--- src/rtl/serial_word_sender.sv ---
// Serial word sender: FIFO-buffered words shifted out as framed bits on a trigger.
// Optional PARITY_EN appends an even-parity bit to every frame.
module serial_word_sender #(
  parameter int WIDTH     = 18,
  parameter int DEPTH     = 4,
  parameter int GAP       = 2,
  parameter int MSB_FIRST = 1
) (
  input  logic                       Ten_MHz_input_clock,
  input  logic                       reset_n,
  input  logic [WIDTH-1:0]           word_in,
  input  logic                       word_valid,
  output logic                       word_ready,
  input  logic                       input_trigger,
  output logic                       output_data_1_bit,
  output logic                       data_ctrl_output,
  output logic                       busy,
  output logic [$clog2(DEPTH+1)-1:0] fifo_count,
  output logic                       overflow
);

  localparam int AW = $clog2(DEPTH);
  localparam int CW = $clog2(DEPTH+1);
  localparam int BW = $clog2(WIDTH);
  localparam int GW = (GAP > 1) ? $clog2(GAP) : 1;

  localparam logic [CW-1:0] FULL  = CW'(DEPTH);
  localparam logic [BW-1:0] LAST  = BW'(WIDTH-1);
  localparam logic [GW-1:0] GLAST = GW'(GAP-1);

  localparam logic [2:0] IDLE   = 3'd0;
  localparam logic [2:0] LOAD   = 3'd1;
  localparam logic [2:0] SHIFT  = 3'd2;
`ifdef PARITY_EN
  localparam logic [2:0] PARITY = 3'd3;
`endif
  localparam logic [2:0] GAP_S  = 3'd4;

  logic             clk;
  logic             sync1_q, sync2_q, sync3_q;
  logic             trig_edge;

  logic [WIDTH-1:0] mem [DEPTH];
  logic [AW-1:0]    wptr_q, wptr_d;
  logic [AW-1:0]    rptr_q, rptr_d;
  logic [CW-1:0]    count_q, count_d;
  logic             ready_q, ready_d;
  logic             ovf_q, ovf_d;
  logic             push, pop;
  logic [WIDTH-1:0] head;

  logic [2:0]       state_q, state_d;
  logic [WIDTH-1:0] word_q, word_d;
  logic [BW-1:0]    cnt_q, cnt_d;
  logic [BW-1:0]    nxt, idx;
  logic [GW-1:0]    gcnt_q, gcnt_d;
  logic             data_q, data_d;
  logic             ctrl_q, ctrl_d;
  logic             busy_q, busy_d;
`ifdef PARITY_EN
  logic             par_q, par_d;
`endif

  assign clk = Ten_MHz_input_clock;

  // Two flops resolve metastability, the third holds history for edge detect.
  always_ff @(posedge clk or negedge reset_n) begin
    if (!reset_n) begin
      sync1_q <= 1'b0;
      sync2_q <= 1'b0;
      sync3_q <= 1'b0;
    end else begin
      sync1_q <= input_trigger;
      sync2_q <= sync1_q;
      sync3_q <= sync2_q;
    end
  end

  assign trig_edge = sync2_q & ~sync3_q;

  assign push = word_valid & ready_q;
  assign pop  = (state_q == LOAD);
  assign head = mem[rptr_q];

  always_comb begin
    wptr_d  = wptr_q;
    rptr_d  = rptr_q;
    count_d = count_q;
    if (push) wptr_d = wptr_q + AW'(1);
    if (pop)  rptr_d = rptr_q + AW'(1);
    unique case (1'b1)
      push & ~pop: count_d = count_q + CW'(1);
      pop & ~push: count_d = count_q - CW'(1);
      default:     count_d = count_q;
    endcase
    ready_d = (count_d != FULL);
    ovf_d   = ovf_q | (word_valid & ~ready_q);
  end

  always_ff @(posedge clk) begin
    if (push) mem[wptr_q] <= word_in;
  end

  always_ff @(posedge clk or negedge reset_n) begin
    if (!reset_n) begin
      wptr_q  <= '0;
      rptr_q  <= '0;
      count_q <= '0;
      ready_q <= 1'b1;
      ovf_q   <= 1'b0;
    end else begin
      wptr_q  <= wptr_d;
      rptr_q  <= rptr_d;
      count_q <= count_d;
      ready_q <= ready_d;
      ovf_q   <= ovf_d;
    end
  end

  assign nxt = cnt_q + BW'(1);
  assign idx = (MSB_FIRST != 0) ? (LAST - nxt) : nxt;

  // Next-cycle outputs are computed here so every output leaves a flop.
  always_comb begin
    state_d = state_q;
    word_d  = word_q;
    cnt_d   = cnt_q;
    gcnt_d  = gcnt_q;
    data_d  = 1'b0;
    ctrl_d  = 1'b0;
`ifdef PARITY_EN
    par_d   = par_q;
`endif
    case (state_q)
      IDLE: begin
        if (trig_edge && count_q != '0) state_d = LOAD;
      end
      LOAD: begin
        word_d  = head;
        cnt_d   = '0;
        ctrl_d  = 1'b1;
        data_d  = (MSB_FIRST != 0) ? head[WIDTH-1] : head[0];
        state_d = SHIFT;
`ifdef PARITY_EN
        par_d   = ^head;
`endif
      end
      SHIFT: begin
        if (cnt_q == LAST) begin
`ifdef PARITY_EN
          state_d = PARITY;
          ctrl_d  = 1'b1;
          data_d  = par_q;
`else
          state_d = GAP_S;
          gcnt_d  = '0;
`endif
        end else begin
          cnt_d  = nxt;
          ctrl_d = 1'b1;
          data_d = word_q[idx];
        end
      end
`ifdef PARITY_EN
      PARITY: begin
        state_d = GAP_S;
        gcnt_d  = '0;
      end
`endif
      GAP_S: begin
        if (gcnt_q == GLAST) begin
          state_d = (count_q != '0) ? LOAD : IDLE;
        end else begin
          gcnt_d = gcnt_q + GW'(1);
        end
      end
      default: state_d = IDLE;
    endcase
    busy_d = (state_d != IDLE);
  end

  always_ff @(posedge clk or negedge reset_n) begin
    if (!reset_n) begin
      state_q <= IDLE;
      word_q  <= '0;
      cnt_q   <= '0;
      gcnt_q  <= '0;
      data_q  <= 1'b0;
      ctrl_q  <= 1'b0;
      busy_q  <= 1'b0;
    end else begin
      state_q <= state_d;
      word_q  <= word_d;
      cnt_q   <= cnt_d;
      gcnt_q  <= gcnt_d;
      data_q  <= data_d;
      ctrl_q  <= ctrl_d;
      busy_q  <= busy_d;
    end
  end

`ifdef PARITY_EN
  always_ff @(posedge clk or negedge reset_n) begin
    if (!reset_n) par_q <= 1'b0;
    else          par_q <= par_d;
  end
`endif

  assign word_ready        = ready_q;
  assign output_data_1_bit = data_q;
  assign data_ctrl_output  = ctrl_q;
  assign busy              = busy_q;
  assign fifo_count        = count_q;
  assign overflow          = ovf_q;

endmodule
--- config.mk ---
export PLATFORM = sky130hd
export DESIGN_NAME = serial_word_sender
export DESIGN_NICKNAME = d
export VERILOG_FILES = /design/src/rtl/serial_word_sender.sv
export SDC_FILE = /design/constraint.sdc
export NUM_CORES = 1
export LEC_CHECK = 0
export CAP_MARGIN = 10
export CORE_MARGIN = 2
export CORE_UTILIZATION = 60
export DETAILED_ROUTE_END_ITERATION = 10
export GPL_ROUTABILITY_DRIVEN = 0
export GPL_TIMING_DRIVEN = 0
export PLACE_DENSITY = 0.83
export REMOVE_ABC_BUFFERS = 1
export SETUP_SLACK_MARGIN = 0.2
export SYNTH_ARGS = -nofsm -noshare
export SYNTH_HDL_FRONTEND = slang
export SYNTH_SLANG_ARGS = --single-unit
--- constraint.sdc ---
create_clock -name Ten_MHz_input_clock -period 4.6 [get_ports Ten_MHz_input_clock]
set_clock_uncertainty 0.15 [all_clocks]
set_input_delay 0.92 -clock Ten_MHz_input_clock [delete_from_list [all_inputs] [get_ports Ten_MHz_input_clock]]
set_output_delay 0.92 -clock Ten_MHz_input_clock [all_outputs]
set_load 0.03 [all_outputs]
=== Word-level counts from Yosys, hierarchy flattened ===
Memories as Yosys holds them, arrays and structs flattened.
Index checks and enable logic that the tools add are counted.

* Input bits: 22
* Flip-flop bits (word level): 42
* Output and inout bits: 8
* Memories: 1
* Word-level logic and storage cells: 68
* Memory bits (writable): 72

{| class="wikitable"
|+ Memory list
! name !! depth !! bits a word !! read ports !! clocked after memory_dff !! write ports !! line !! text
|-
| mem || 4 || 18 || 1 || 0 || 1 || 43 || <nowiki>logic [WIDTH-1:0] mem [DEPTH];</nowiki>
|}

* Reduce and logical (&&, ||, !) cells: 8
* Equality and inequality tests: 7
* Add/subtract/negate cells: 7
* Bitwise gates (word level): 10
* Mux-type cells: 19
* Order comparisons: 1

{| class="wikitable"
|+ Operator list
! cell !! number
|-
| 3-bit one-hot mux with 4 select lines || 1
|-
| 5-bit one-hot mux with 2 select lines || 1
|-
| 3-bit 2-to-1 mux || 3
|-
| 1-bit 2-to-1 mux || 8
|-
| 5-bit by 6-bit less-than comparator with 1-bit output, second input constant || 1
|-
| 1-bit one-hot mux with 2 select lines || 3
|-
| 3-bit one-hot mux with 2 select lines || 1
|-
| 3-bit nonzero test || 2
|-
| 5-bit by 1-bit adder with 5-bit output, second input constant || 1
|-
| 1-bit bitwise AND || 5
|-
| 1-bit binary-select mux with 5-bit select || 1
|-
| 5-bit equality test, second input constant || 1
|-
| 5-bit 2-to-1 mux || 1
|-
| 5-bit subtractor, first input constant || 1
|-
| 2-bit by 1-bit adder with 2-bit output, second input constant || 2
|-
| 2-bit != test, second input constant || 2
|-
| 1-bit NOT || 4
|-
| 2-bit AND reduction || 2
|-
| 2-bit nonzero test || 2
|-
| 3-bit by 1-bit adder with 3-bit output, second input constant || 1
|-
| 3-bit by 1-bit equality test with 1-bit output, second input constant || 1
|-
| 3-bit by 2-bit equality test with 1-bit output, second input constant || 1
|-
| 3-bit equality test, second input constant || 1
|-
| 3-bit zero test || 1
|-
| other kinds (5) || 5
|}

=== Depth between registers and ports, before layout ===
* Word-level depth: 6
* Depth in mapped cells: 11
* Depth with buffers taken out: 10

=== Least setup slack after synthesis ===
OpenSTA, ideal clock, no wires.

* Path kind: input to register
* From: in word_valid
* To: reg ready_q (netlist: word_ready)
* Setup slack: 2.273 ns
* Library setup time: 0.082 ns
* Data arrival time: 2.095 ns
* Buffers on the path: 0
* Required time: 4.368 ns
* Cell stages on the path: 8
* Cell sequence: nand2_1 -> ha_1 -> inv_1 -> fa_1 -> xor2_1 -> nor2_1 -> xor2_1 -> nand2_1

* Longest elaborated chain between the ends: 5
* Elaborated cells on any way between the ends: 6
* Classes of those cells: 1 x eq/ne; 1 x mux; 4 x bitwise

{| class="wikitable"
|+ RTL lines
! item !! line !! text
|-
| start: declaration || 12 || <nowiki>input logic word_valid,</nowiki>
|-
| 1-bit bitwise AND * || 81 || <nowiki>assign push = word_valid & ready_q;</nowiki>
|-
| 1-bit NOT || 93 || <nowiki>pop & ~push: count_d = count_q - CW'(1);</nowiki>
|-
| 1-bit bitwise AND || 93 ||
|-
| 3-bit one-hot mux with 2 select lines * || 91 || <nowiki>unique case (1'b1)</nowiki>
|-
| named net count_d[2] || 46 || <nowiki>logic [CW-1:0] count_q, count_d;</nowiki>
|-
| 3-bit != test * || 96 || <nowiki>ready_d = (count_d != FULL);</nowiki>
|-
| named net ready_d || 47 || <nowiki>logic ready_q, ready_d;</nowiki>
|-
| end signal: assignment || 115 || <nowiki>ready_q <= ready_d;</nowiki>
|-
| end: declaration || 47 ||
|}

The timed path passes the listed nets; every way through them passes the cells marked *.
A chain may end at the register's enable or synchronous reset.

=== Worst setup path after layout ===
* From: in state_q[2]
* To: reg ready_q (netlist: word_ready)

* Longest elaborated chain between the ends: 5
* Elaborated cells on any way between the ends: 6
* Classes of those cells: 2 x eq/ne; 1 x mux; 3 x bitwise

{| class="wikitable"
|+ RTL lines
! item !! line !! text
|-
| start: declaration || 52 || <nowiki>logic [2:0] state_q, state_d;</nowiki>
|-
| 3-bit by 1-bit equality test with 1-bit output * || 82 || <nowiki>assign pop = (state_q == LOAD);</nowiki>
|-
| 1-bit NOT || 92 || <nowiki>push & ~pop: count_d = count_q + CW'(1);</nowiki>
|-
| 1-bit bitwise AND || 92 ||
|-
| 3-bit one-hot mux with 2 select lines * || 91 ||
|-
| named net count_d[2] || 46 ||
|-
| 3-bit != test * || 96 ||
|-
| named net ready_d || 47 ||
|}

Marks and branches as above.

==> results.json <==
{
  "io_pins": 30,
  "cpMaxStageDelayCell": "inv_1",
  "die_area_sq_um": 8340,
  "cp.arrival_ps": 3610,
  "outcome": "finished, final reports clean",
  "rsz0062_at_grt": "false",
  "critPathMaxStageDelay_ps": 730,
  "chipWidth_um": 91.3,
  "grt_pass1_wl_um": 13100,
  "synth.most_common_cell": "edfxtp_1",
  "cts.clk_slew.worst_paths_ps": 60,
  "fmax_ghz": 0.300,
  "h-tree-depth": 4,
  "grt_max_degree": 43,
  "num_vias": 2432,
  "maxCapViolCount": 0,
  "synth.cell_area_sq_um": 4570,
  "powerDensity_nw_per_um2": 702,
  "synth_edf_count": 72,
  "clockRootBuffer": "clkbuf_8",
  "path_class": "register to register",
  "ant_nets": 0,
  "via_per_inst": 5.59,
  "setup_tns_ps": 0,
  "vdd_drop_max_mv": 0.358,
  "cts.sinks": 114,
  "synth-async-reset-ratio_pct": 36.8,
  "setup_viol_count_final": 0,
  "clk_path_buf_depth": 2,
  "yosysTopAreaCell": "edfxtp_1",
  "drive_gt1_share_pct": 17.0,
  "yosysTopAreaCellShare_pct": 47.3,
  "initial_utilization_pct": 62.4,
  "cts_tree": "yes",
  "cp.buffers_inverters": 2,
  "wl_per_cell_um": 18.1,
  "drtPass1Iterations": 4,
  "syn_area_per_cell_sq_um": 16.0,
  "die_h_um": 91.3,
  "fin_util_pct": 75.6,
  "clock_latency_ps": 500,
  "worst_slew_pin_slew_ps": 1040,
  "post_cts_resized": 0,
  "power_uw": 3890,
  "fin_crit_ps": 3330,
  "hp-class": "register to register",
  "cts-buffers-inserted": 17,
  "row_count": 31,
  "syn-instance-count": 286,
  "p_leak_uw": 0.00219,
  "port_buffers": 29,
  "syn_to_final_growth_pct": 21.2,
  "yosys_warnings": 0,
  "crit_path_end_kind": "register",
  "crit_chain": "nor2_1 -> nand2_1 -> inv_1 -> ha_1 -> inv_1 -> fa_1 -> xor2_1 -> nor2_1 -> xor2_1 -> nand2_1",
  "grt-ovfl-total": 0,
  "post_cts_buffers": 0,
  "synth.area.top_cells": "edfxtp_1, dfrtp_1, mux4_2",
  "core_sq_um": 7330,
  "path_max_fanout": 23,
  "yosys_register_bits": 114,
  "cts_hold_buf": 0,
  "path_delay_family": "buffers and inverters",
  "first_global_vias": 2568,
  "cp-start-kind": "register",
  "drcViolationCount": 0,
  "antenna_found_initial": 0,
  "cp.required_ps": 4870,
  "fin_crit_sh_pct": 72.4,
  "hold_viol": 0,
  "ys.flop_type": "edfxtp_1",
  "antenna_cells": 0,
  "slew_viol_final": 0,
  "synthTopCellsByCount": "edfxtp_1, nand2_1, dfrtp_1",
  "dr.first_iter.drc_count": 153,
  "gr-usage-all-layers_pct": 21.3,
  "dp_hpwl_um": 4530,
  "nets": 354,
  "slew_headroom_pct": 30.6,
  "synth-seq-area-share_pct": 70.3,
  "synth_cell_type_count": 38,
  "wl_um": 7870
}
==> final timing paths <==
path	start	endpoint	slack (ps)	cells after the start
max in group asynchronous	reset_n	word_q[9]$_DFFE_PN0N_	3320	1
hold reg to reg	sync1_q$_DFF_PN0_	sync2_q$_DFF_PN0_	210	0
setup / recovery	state_q[2]$_DFF_PN0_	word_ready$_DFF_PN1_	1270	10
setup reg to reg	state_q[2]$_DFF_PN0_	word_ready$_DFF_PN1_	1270	10
hold / removal	sync1_q$_DFF_PN0_	sync2_q$_DFF_PN0_	210	0
min in group asynchronous	reset_n	sync3_q$_DFF_PN0_	400	1
==> layout make-up <==
| cell class | count | area [sq um] |
|---|---|---|
| multi-input combinational | 149 | 1260 |
| clock inverter | 15 | 180 |
| inverter | 11 | 41.3 |
| sequential | 114 | 3210 |
| timing repair buffer | 30 | 313 |
| tap | 99 | 124 |
| clock buffer | 17 | 414 |
| fill | 411 | 1790 |
==> report_power, final <==
group          total [uW]  internal (uW)  switching [uW]
registers            1560           1370             194
logic                1030            523             507
clock network        1300            829             468
total                3890           2720            1170
==> routing by layer <==
metal	vias to the layer above	track usage (%)	part of all wire, %
met1	1236	27.4	43
met5	-	0	0
met4	0	11.2	1.9
met3	14	5.15	3.9
li1	1129	-	-
met2	53	34.1	51
==> sequential cells by signal (all words and copies together) (netlist names), 2 cells and up <==
signal / flops
word_q: 18
wptr_q: 2
mem: 72
fifo_count: 3
cnt_q: 5
state_q: 3
rptr_q: 2
==> cell usage in the layout, fill, tap and decap left out, types with 5 or more instances in the layout <==
cell             instances
xnor2_1                  7
edfxtp_1                72
mux4_2                  20
nor2_1                   9
clkdlybuf4s50_1         28
dfrtp_1                 41
ha_1                     8
o21ai_0                  6
clkbuf_16               16
nand3_1                  5
nand2_1                 60
inv_1                   11
==> cell families after synthesis <==
logic type	count (synthesis)	share of synthesized area, %
simple gates	89	8.65
xor+xnor	10	1.92
compound gates	15	2.02
fa+ha+maj	9	2.63
flops	114	70.3
buf+inv	23	2.24
mux	26	12.3
==> metrics by stage <==
step / instance area [sq um] / setup slack (ps) / hold slack, ps / std cells
final: 5540 / 1270 / 211 / 435
after global routing: 5540 / 1010 / 234 / 435
after CTS: 5540 / 1320 / 224 / 435
after detailed placement: 4950 / 1340 / 194 / 403
after global placement: 4930 / 1440 / 198 / 402
after floorplan: 4510 / 1960 / 181 / 274
Power figures use the tool's default switching activity.
